<file path="src/rtl/sum_stationary_pkg.sv">
// Purpose: shared defaults, result-width helper and block state type for sum_stationary.
// Latency: n/a (declarations only).
// Backpressure: n/a.
package sum_stationary_pkg;

    localparam int DEF_DATA_WIDTH = 8;
    localparam int DEF_N          = 4;

    // Block phase: collecting N beats, or waiting for the wavefront to reach PE(N-1,N-1).
    typedef enum logic {
        ACCEPT = 1'b0,
        DRAIN  = 1'b1
    } state_e;

    // Full product width plus enough headroom to sum N products without wrapping.
    function automatic int c_data_width(input int data_width, input int n);
        return 2 * data_width + $clog2(n);
    endfunction

endpackage

</file>
<file path="src/rtl/sum_stationary_pe.sv">
// Purpose: one multiply-accumulate cell; forwards A right and B down through registers.
// Latency: 1 cycle operand forwarding; the accumulator updates on the edge its operands arrive.
// Backpressure: none; the cell updates whenever a valid tag reaches it.
// Ports: a_*/b_* inputs (data, valid tag, first-beat tag), a_*_o/b_*_o registered
//        copies for the neighbouring cells, acc_o accumulator value.
module sum_stationary_pe #(
    parameter int DATA_WIDTH   = 8,
    parameter int C_DATA_WIDTH = 18
) (
    input  logic                    clk_i,
    input  logic                    reset_i,
    input  logic [DATA_WIDTH-1:0]   a_i,
    input  logic                    a_vld_i,
    input  logic                    a_fst_i,
    input  logic [DATA_WIDTH-1:0]   b_i,
    input  logic                    b_vld_i,
    input  logic                    b_fst_i,
    output logic [DATA_WIDTH-1:0]   a_o,
    output logic                    a_vld_o,
    output logic                    a_fst_o,
    output logic [DATA_WIDTH-1:0]   b_o,
    output logic                    b_vld_o,
    output logic                    b_fst_o,
    output logic [C_DATA_WIDTH-1:0] acc_o
);

    logic [2*DATA_WIDTH-1:0]  prod;
    logic [C_DATA_WIDTH-1:0]  prod_ext;
    logic [C_DATA_WIDTH-1:0]  acc_q, acc_d;

    assign prod     = {{DATA_WIDTH{1'b0}}, a_i} * {{DATA_WIDTH{1'b0}}, b_i};
    assign prod_ext = C_DATA_WIDTH'(prod);

    // A and B of the same beat always meet here on the same edge, so the tags agree;
    // requiring both keeps a stray tag on either path from corrupting the sum.
    always_comb begin
        acc_d = acc_q;
        if (a_vld_i && b_vld_i) begin
            acc_d = a_fst_i ? prod_ext : acc_q + prod_ext;
        end
    end

    always_ff @(posedge clk_i or negedge reset_i) begin
        if (!reset_i) begin
            acc_q   <= '0;
            a_o     <= '0;
            a_vld_o <= 1'b0;
            a_fst_o <= 1'b0;
            b_o     <= '0;
            b_vld_o <= 1'b0;
            b_fst_o <= 1'b0;
        end else begin
            acc_q   <= acc_d;
            a_o     <= a_i;
            a_vld_o <= a_vld_i;
            a_fst_o <= a_fst_i;
            b_o     <= b_i;
            b_vld_o <= b_vld_i;
            b_fst_o <= b_fst_i;
        end
    end

    assign acc_o = acc_q;

endmodule

</file>
<file path="src/rtl/sum_stationary.sv">
// Purpose: N x N output-stationary systolic matrix multiply, C = A*B, one A column + B row per beat.
// Latency: valid_o rises 2N-2 cycles after the edge accepting the N-th beat (same edge when N=1).
// Backpressure: none; beats offered during DRAIN are dropped, idle cycles between beats are allowed.
// Ports: clk_i, reset_i (async, active low), valid_i/a_i/b_i beat input,
//        valid_o one-cycle completion pulse, c_o row-major accumulators.
module sum_stationary
    import sum_stationary_pkg::*;
#(
    parameter int DATA_WIDTH   = DEF_DATA_WIDTH,
    parameter int N            = DEF_N,
    parameter int C_DATA_WIDTH = c_data_width(DATA_WIDTH, N)
) (
    input  logic                    clk_i,
    input  logic                    reset_i,
    input  logic                    valid_i,
    input  logic [DATA_WIDTH-1:0]   a_i [N],
    input  logic [DATA_WIDTH-1:0]   b_i [N],
    output logic                    valid_o,
    output logic [C_DATA_WIDTH-1:0] c_o [N*N]
);

    localparam int BCW        = (N > 1) ? $clog2(N) : 1;
    localparam int DCW        = (N > 1) ? $clog2(2 * N - 2) : 1;
    localparam int DRAIN_LAST = (N > 1) ? 2 * N - 3 : 0;

    state_e             state_q, state_d;
    logic [BCW-1:0]     beat_cnt_q, beat_cnt_d;
    logic [DCW-1:0]     drain_cnt_q, drain_cnt_d;
    logic               valid_q, valid_d;
    logic               accept;
    logic               first;

    assign accept = valid_i && (state_q == ACCEPT);
    assign first  = (beat_cnt_q == '0);

    always_comb begin
        state_d     = state_q;
        beat_cnt_d  = beat_cnt_q;
        drain_cnt_d = drain_cnt_q;
        valid_d     = 1'b0;
        unique case (state_q)
            ACCEPT: begin
                if (valid_i) begin
                    if (beat_cnt_q == BCW'(N - 1)) begin
                        beat_cnt_d = '0;
                        if (N == 1) begin
                            valid_d = 1'b1;
                        end else begin
                            state_d     = DRAIN;
                            drain_cnt_d = '0;
                        end
                    end else begin
                        beat_cnt_d = beat_cnt_q + BCW'(1);
                    end
                end
            end
            DRAIN: begin
                // The final drain edge is the one on which PE(N-1,N-1) takes the last beat.
                if (drain_cnt_q == DCW'(DRAIN_LAST)) begin
                    state_d     = ACCEPT;
                    drain_cnt_d = '0;
                    valid_d     = 1'b1;
                end else begin
                    drain_cnt_d = drain_cnt_q + DCW'(1);
                end
            end
        endcase
    end

    always_ff @(posedge clk_i or negedge reset_i) begin
        if (!reset_i) begin
            state_q     <= ACCEPT;
            beat_cnt_q  <= '0;
            drain_cnt_q <= '0;
            valid_q     <= 1'b0;
        end else begin
            state_q     <= state_d;
            beat_cnt_q  <= beat_cnt_d;
            drain_cnt_q <= drain_cnt_d;
            valid_q     <= valid_d;
        end
    end

    assign valid_o = valid_q;

    // Edge feeds: row i of A / column j of B delayed by i / j cycles, tags travelling alongside.
    logic [DATA_WIDTH-1:0] a_row     [N];
    logic                  a_row_vld [N];
    logic                  a_row_fst [N];
    logic [DATA_WIDTH-1:0] b_col     [N];
    logic                  b_col_vld [N];
    logic                  b_col_fst [N];

    for (genvar l = 0; l < N; l++) begin : g_skew
        if (l == 0) begin : g_direct
            assign a_row[l]     = a_i[l];
            assign a_row_vld[l] = accept;
            assign a_row_fst[l] = first;
            assign b_col[l]     = b_i[l];
            assign b_col_vld[l] = accept;
            assign b_col_fst[l] = first;
        end else begin : g_delay
            logic [DATA_WIDTH-1:0] a_sr_q [l];
            logic [DATA_WIDTH-1:0] b_sr_q [l];
            logic                  v_sr_q [l];
            logic                  f_sr_q [l];

            always_ff @(posedge clk_i or negedge reset_i) begin
                if (!reset_i) begin
                    for (int s = 0; s < l; s++) begin
                        a_sr_q[s] <= '0;
                        b_sr_q[s] <= '0;
                        v_sr_q[s] <= 1'b0;
                        f_sr_q[s] <= 1'b0;
                    end
                end else begin
                    a_sr_q[0] <= a_i[l];
                    b_sr_q[0] <= b_i[l];
                    v_sr_q[0] <= accept;
                    f_sr_q[0] <= first;
                    for (int s = 1; s < l; s++) begin
                        a_sr_q[s] <= a_sr_q[s-1];
                        b_sr_q[s] <= b_sr_q[s-1];
                        v_sr_q[s] <= v_sr_q[s-1];
                        f_sr_q[s] <= f_sr_q[s-1];
                    end
                end
            end

            assign a_row[l]     = a_sr_q[l-1];
            assign a_row_vld[l] = v_sr_q[l-1];
            assign a_row_fst[l] = f_sr_q[l-1];
            assign b_col[l]     = b_sr_q[l-1];
            assign b_col_vld[l] = v_sr_q[l-1];
            assign b_col_fst[l] = f_sr_q[l-1];
        end
    end

    // Registered outputs of every PE, indexed row-major like c_o.
    logic [DATA_WIDTH-1:0] a_fwd     [N*N];
    logic                  a_fwd_vld [N*N];
    logic                  a_fwd_fst [N*N];
    logic [DATA_WIDTH-1:0] b_fwd     [N*N];
    logic                  b_fwd_vld [N*N];
    logic                  b_fwd_fst [N*N];

    for (genvar i = 0; i < N; i++) begin : g_r
        for (genvar j = 0; j < N; j++) begin : g_c
            logic [DATA_WIDTH-1:0] a_in, b_in;
            logic                  a_in_vld, a_in_fst, b_in_vld, b_in_fst;

            if (j == 0) begin : g_a_edge
                assign a_in     = a_row[i];
                assign a_in_vld = a_row_vld[i];
                assign a_in_fst = a_row_fst[i];
            end else begin : g_a_left
                assign a_in     = a_fwd[i*N+j-1];
                assign a_in_vld = a_fwd_vld[i*N+j-1];
                assign a_in_fst = a_fwd_fst[i*N+j-1];
            end

            if (i == 0) begin : g_b_edge
                assign b_in     = b_col[j];
                assign b_in_vld = b_col_vld[j];
                assign b_in_fst = b_col_fst[j];
            end else begin : g_b_up
                assign b_in     = b_fwd[(i-1)*N+j];
                assign b_in_vld = b_fwd_vld[(i-1)*N+j];
                assign b_in_fst = b_fwd_fst[(i-1)*N+j];
            end

            sum_stationary_pe #(
                .DATA_WIDTH   (DATA_WIDTH),
                .C_DATA_WIDTH (C_DATA_WIDTH)
            ) u_pe (
                .clk_i   (clk_i),
                .reset_i (reset_i),
                .a_i     (a_in),
                .a_vld_i (a_in_vld),
                .a_fst_i (a_in_fst),
                .b_i     (b_in),
                .b_vld_i (b_in_vld),
                .b_fst_i (b_in_fst),
                .a_o     (a_fwd[i*N+j]),
                .a_vld_o (a_fwd_vld[i*N+j]),
                .a_fst_o (a_fwd_fst[i*N+j]),
                .b_o     (b_fwd[i*N+j]),
                .b_vld_o (b_fwd_vld[i*N+j]),
                .b_fst_o (b_fwd_fst[i*N+j]),
                .acc_o   (c_o[i*N+j])
            );
        end
    end

endmodule

</file>
<file path="config.mk">
export PLATFORM = sky130hd
export DESIGN_NAME = sum_stationary
export DESIGN_NICKNAME = d
export VERILOG_FILES = /design/src/rtl/sum_stationary_pkg.sv /design/src/rtl/sum_stationary_pe.sv /design/src/rtl/sum_stationary.sv
export SDC_FILE = /design/constraint.sdc
export NUM_CORES = 2
export LEC_CHECK = 0
export ABC_CLOCK_PERIOD_IN_PS = 13500
export BUFFER_PORTS_ARGS = -buffer_cell sky130_fd_sc_hd__buf_2
export CAP_MARGIN = 20
export CORE_ASPECT_RATIO = 1.1
export CORE_MARGIN = 1.5
export CORE_UTILIZATION = 60
export DETAILED_ROUTE_END_ITERATION = 6
export PLACE_DENSITY = 0.78
export SYNTH_ARGS = -nofsm -noshare
export SYNTH_HDL_FRONTEND = slang
export SYNTH_SLANG_ARGS = --single-unit
</file>
<file path="constraint.sdc">
create_clock -name clk_i -period 13.5 [get_ports clk_i]
set_input_delay 0.675 -clock clk_i [delete_from_list [all_inputs] [get_ports clk_i]]
set_output_delay 0.675 -clock clk_i [all_outputs]
set_load 0.05 [all_outputs]
</file>
==> summary.txt <==
Worst setup path
  • CP Capture Type: flop
  • Path length in cells of the critical path: 23
  • Worst setup path end: g_r[1].g_c[1].u_pe.acc_o[14]
  • Length in cells of the worst reg-to-reg path: 23
  • Launch point of the worst path: g_r[0].g_c[1].u_pe.b_o[2]
  • End of the worst register-to-register path: g_r[1].g_c[1].u_pe.acc_o[14]
  • List of cells traversed by the critical path: nand2_1 > fa_1 > fa_1 > inv_1 > fa_1 > inv_1 > fa_1 > inv_1 > ha_1 > o31a_1 > nand2_1 > o21ai_1 > nor2_1 > xor2_1 > inv_1 > ha_1 > or2_1 > a21oi_1 > nor3b_1 > a21oi_1 > xor2_1 > nor2_1 > a221o_1
  • Worst path max stage delay: 0.72 ns
  • R2r setup slk: 7.13 ns
  • R2r startpoint: g_r[0].g_c[1].u_pe.b_o[2]
  • Number of buffer and inverter instances along the worst setup path: 4
  • Worst path required time: 14.07 ns
  • Worst Setup Path Type: flop to flop
  • Slowest library cell on the worst path: sky130_fd_sc_hd__dfrtp_1
  • Crit-path leading delay family: adder cells
  • Peak fanout along the critical path: 9
  • Critical Path Source Type: flop
  • Crit path arrival time: 6.94 ns

Drt
  • TritonRoute pass-1 iters: 6
  • Number of DRC violations after detailed-routing iteration 0: 3030
  • Drt wl/cell: 18.66 µm
  • DRC errors left: 0
  • Vias per cell: 5.822
  • Post-route ant nets: 0
  • DR vias: 51.58k
  • Wire length after detailed routing: 165300 µm

STA
  • Fmax: 156.9 MHz
  • TNS Setup: 0 ns
  • Transition at the pin with the smallest max-transition slack: 1.110 ns
  • Share of the clock period used by the worst path after layout: 0.4722
  • Number of max-slew violations in the final report: 0
  • Worst-case headroom to the max-slew limit: 0.2576
  • Clock period minus final worst setup slack: 6.375 ns
  • Unrepaired setup endpoints after global routing: no
  • Setup Viol. Count Final: 0
  • Hold Vio Cnt, Final: 0
  • Worst setup skew after layout: 0.02438 ns

Synth
  • Synthesized Nets: 8566
  • Primary flip-flop cell chosen by synthesis mapping: sky130_fd_sc_hd__dfrtp_1
  • Flop and latch count out of synthesis: 595
  • Number of distinct library cells after synthesis: 91
  • Post-synth ARST share: 1.000
  • Number of enable-type register cells in the synthesized netlist: 0
  • Warnings from Yosys: 0
  • Cells after synthesis: 7057
  • Average instance area after synthesis: 9.261 µm²
  • Netlist area before placement: 0.06535 mm²
  • Proportion of synthesized chip area in sequential cells: 0.2278

Placed design
  • Area after DPL: 0.06862 mm²
  • Estimated wirelength of the detail-placed design: 129000 µm
  • Placer Congestion: 0.9287
  • I/O Buffers: 355

Floorplan
  • Num ports: 356
  • Chip Width: 317.7 µm
  • Die footprint: 0.1109 mm²
  • Die Span Y: 349.1 µm
  • Placeable Area: 0.1077 mm²
  • Initial core utilization: 0.6069
  • Num rows: 126

Clocking
  • Number of buffers inserted to repair setup after CTS: 0
  • Hold-fix buffers at CTS: 0
  • # resized after CTS: 0
  • Root buf cell: sky130_fd_sc_hd__clkbuf_16
  • H-tree depth: 3
  • Skew-Pair Late Insertion Delay: 0.68 ns
  • Clock-pin slew on the worst setup and hold paths: 0.07 ns
  • Clock tree from TritonCTS: yes
  • Clock Tree Buf Depth: 3
  • Sink Count: 595
  • Number of buffers created by CTS: 74

Flow run
  • Maxcap violations: 0

Global route
  • M1 GR Usage: 0.3618
  • Peak-usage layer in the global routing report: met2
  • Pin count of the biggest net entering global routing: 103
  • Met3 Resource Use GR: 0.04416
  • Via count of the first global-routing pass: 53.26k
  • Gr ovfl total: 0
  • GRT met2 Usage: 0.5358
  • Global-route wire length before repair: 272500 µm
  • Total routing resource utilization after global routing: 0.3032
  • Initial antenna violation count: 10

Final layout
  • Final std cell area, no fill: 0.07118 mm²
  • Layout area overhead: 8.910%
  • Fraction of final layout cells sized beyond drive strength 1: 0.07509
  • Count of nets after finishing: 8897
  • Most common cell after layout, fill and taps aside: sky130_fd_sc_hd__and2_1
  • Commonest non-fill, non-tap cells in the layout: 896 x sky130_fd_sc_hd__and2_1, 878 x sky130_fd_sc_hd__inv_1, 850 x sky130_fd_sc_hd__ha_1

Status
  • Status: finished, final reports clean

Worst hold path
  • Worst Hold Class: input port to asynchronous set/reset pin
==> worst reg2reg max path: cells and delay by family, from the launching register on <==
kind | cells | cell delay [ns]
adder cells (fa/ha/maj) | 6 | 2.75
AO/OA/AOI/OAI | 5 | 1.13
AND/OR/NAND/NOR | 6 | 0.82
flip-flops | 1 | 0.72
XOR/XNOR | 2 | 0.58
buffers and inverters | 4 | 0.25
==> through the flow <==
step / setup WS (ns) / hold WS [ns] / utilization / cells
after global routing: 6.861 / 0.06724 / 0.6610 / 8858
after detailed placement: 7.251 / 0.3347 / 0.6373 / 8720
final: 7.125 / 0.02628 / 0.6610 / 8859
after CTS: 7.214 / 0.04756 / 0.6609 / 8852
after floorplan: 7.951 / 0.3312 / - / 7057
after global placement: 7.318 / 0.3322 / 0.6373 / 8720
==> synthesized netlist by cell type, drive strengths merged (14+ instances only) <==
library cell    n  area (µm²)
o31ai          33       252.7
a221o          38       380.4
nor2          511        1918
nand4          24       150.1
nor3          115       575.6
xnor2         232        2032
o21a           57       429.2
a21oi         510        2556
a22oi          14       105.1
or3            41       256.5
clkbuf         95       356.6
inv           885        3322
a41oi          15       131.4
mux2i          85       850.8
a211oi         57       432.9
xor2          113       989.7
fa            592       11850
and3           21       131.4
a211o          15       131.4
nand2b         30       187.7
or2            15       93.84
o211ai         38       285.3
nor2b          42       262.8
nand3          67       335.3
mux2           19       214.0
ha            850       10640
o21ai         211        1056
a2111oi        15       157.7
dfrtp         595       14890
and2          896        5605
buf            26       97.59
nand2         384        1441
a31oi          60       375.4
o21bai         53       401.6
a21o          123       923.4
==> logic make-up after synthesis <==
logic type / Yosys count / synth area share
flops: 595 / 0.2278
simple gates: 2205 / 0.1748
fa+ha+maj: 1442 / 0.3441
buf+inv: 1007 / 0.05784
mux: 104 / 0.01629
compound gates: 1359 / 0.1329
xor+xnor: 345 / 0.04624
==> flip-flops by register name (all words and copies together), names as in the netlist, 2 cells and up <==
name / count
drain_cnt_q: 3
g_skew.g_delay.a_sr_q: 24
g_r.g_c.u_pe.a_vld_o: 5
g_r.g_c.u_pe.a_fst_o: 6
g_r.g_c.b_in: 24
g_r.g_c.a_in: 24
beat_cnt_q: 2
g_r.g_c.u_pe.acc_o: 288
g_r.g_c.u_pe.b_o: 96
g_skew.g_delay.b_sr_q: 24
g_r.g_c.u_pe.a_o: 96
==> worst min path at each step <==
stage	startpoint	end	slack, ns	cells past startpoint
after floorplan	g_skew[2].g_delay.b_sr_q[8]	g_r[0].g_c[2].b_in[0]	0.33	0
after global placement	g_skew[3].g_delay.b_sr_q[8]	g_r[0].g_c[3].b_in[0]	0.33	0
after detailed placement	g_skew[2].g_delay.b_sr_q[10]	g_r[0].g_c[2].b_in[2]	0.33	0
after CTS	b_i[1]	g_skew[3].g_delay.b_sr_q[17]	0.05	1
after global routing	a_i[2]	g_skew[3].g_delay.a_sr_q[18]	0.07	1
final	reset_i	g_r[2].g_c[2].u_pe.acc_o[16]	0.03	1
==> area by class of cell <==
cell class	instances	area [µm²]
multi-input cells	5455	46680
fillers	8626	36500
flip-flops and latches	595	14910
inverters	886	3326
clock buffers	91	2048
repair buffers	376	1944
well taps	1408	1762
clock inverters	41	488.0
diodes	7	17.52
==> layer usage <==
metal,part of all wire,wire length (µm)
met1,0.40,66120
met3,0.052,8644
met5,0.00010,17
met2,0.50,82460
met4,0.049,8069
Power is left out: the tool's default activity adds up to more than one toggle a clock period on the data nets, which glitch-free logic cannot reach.
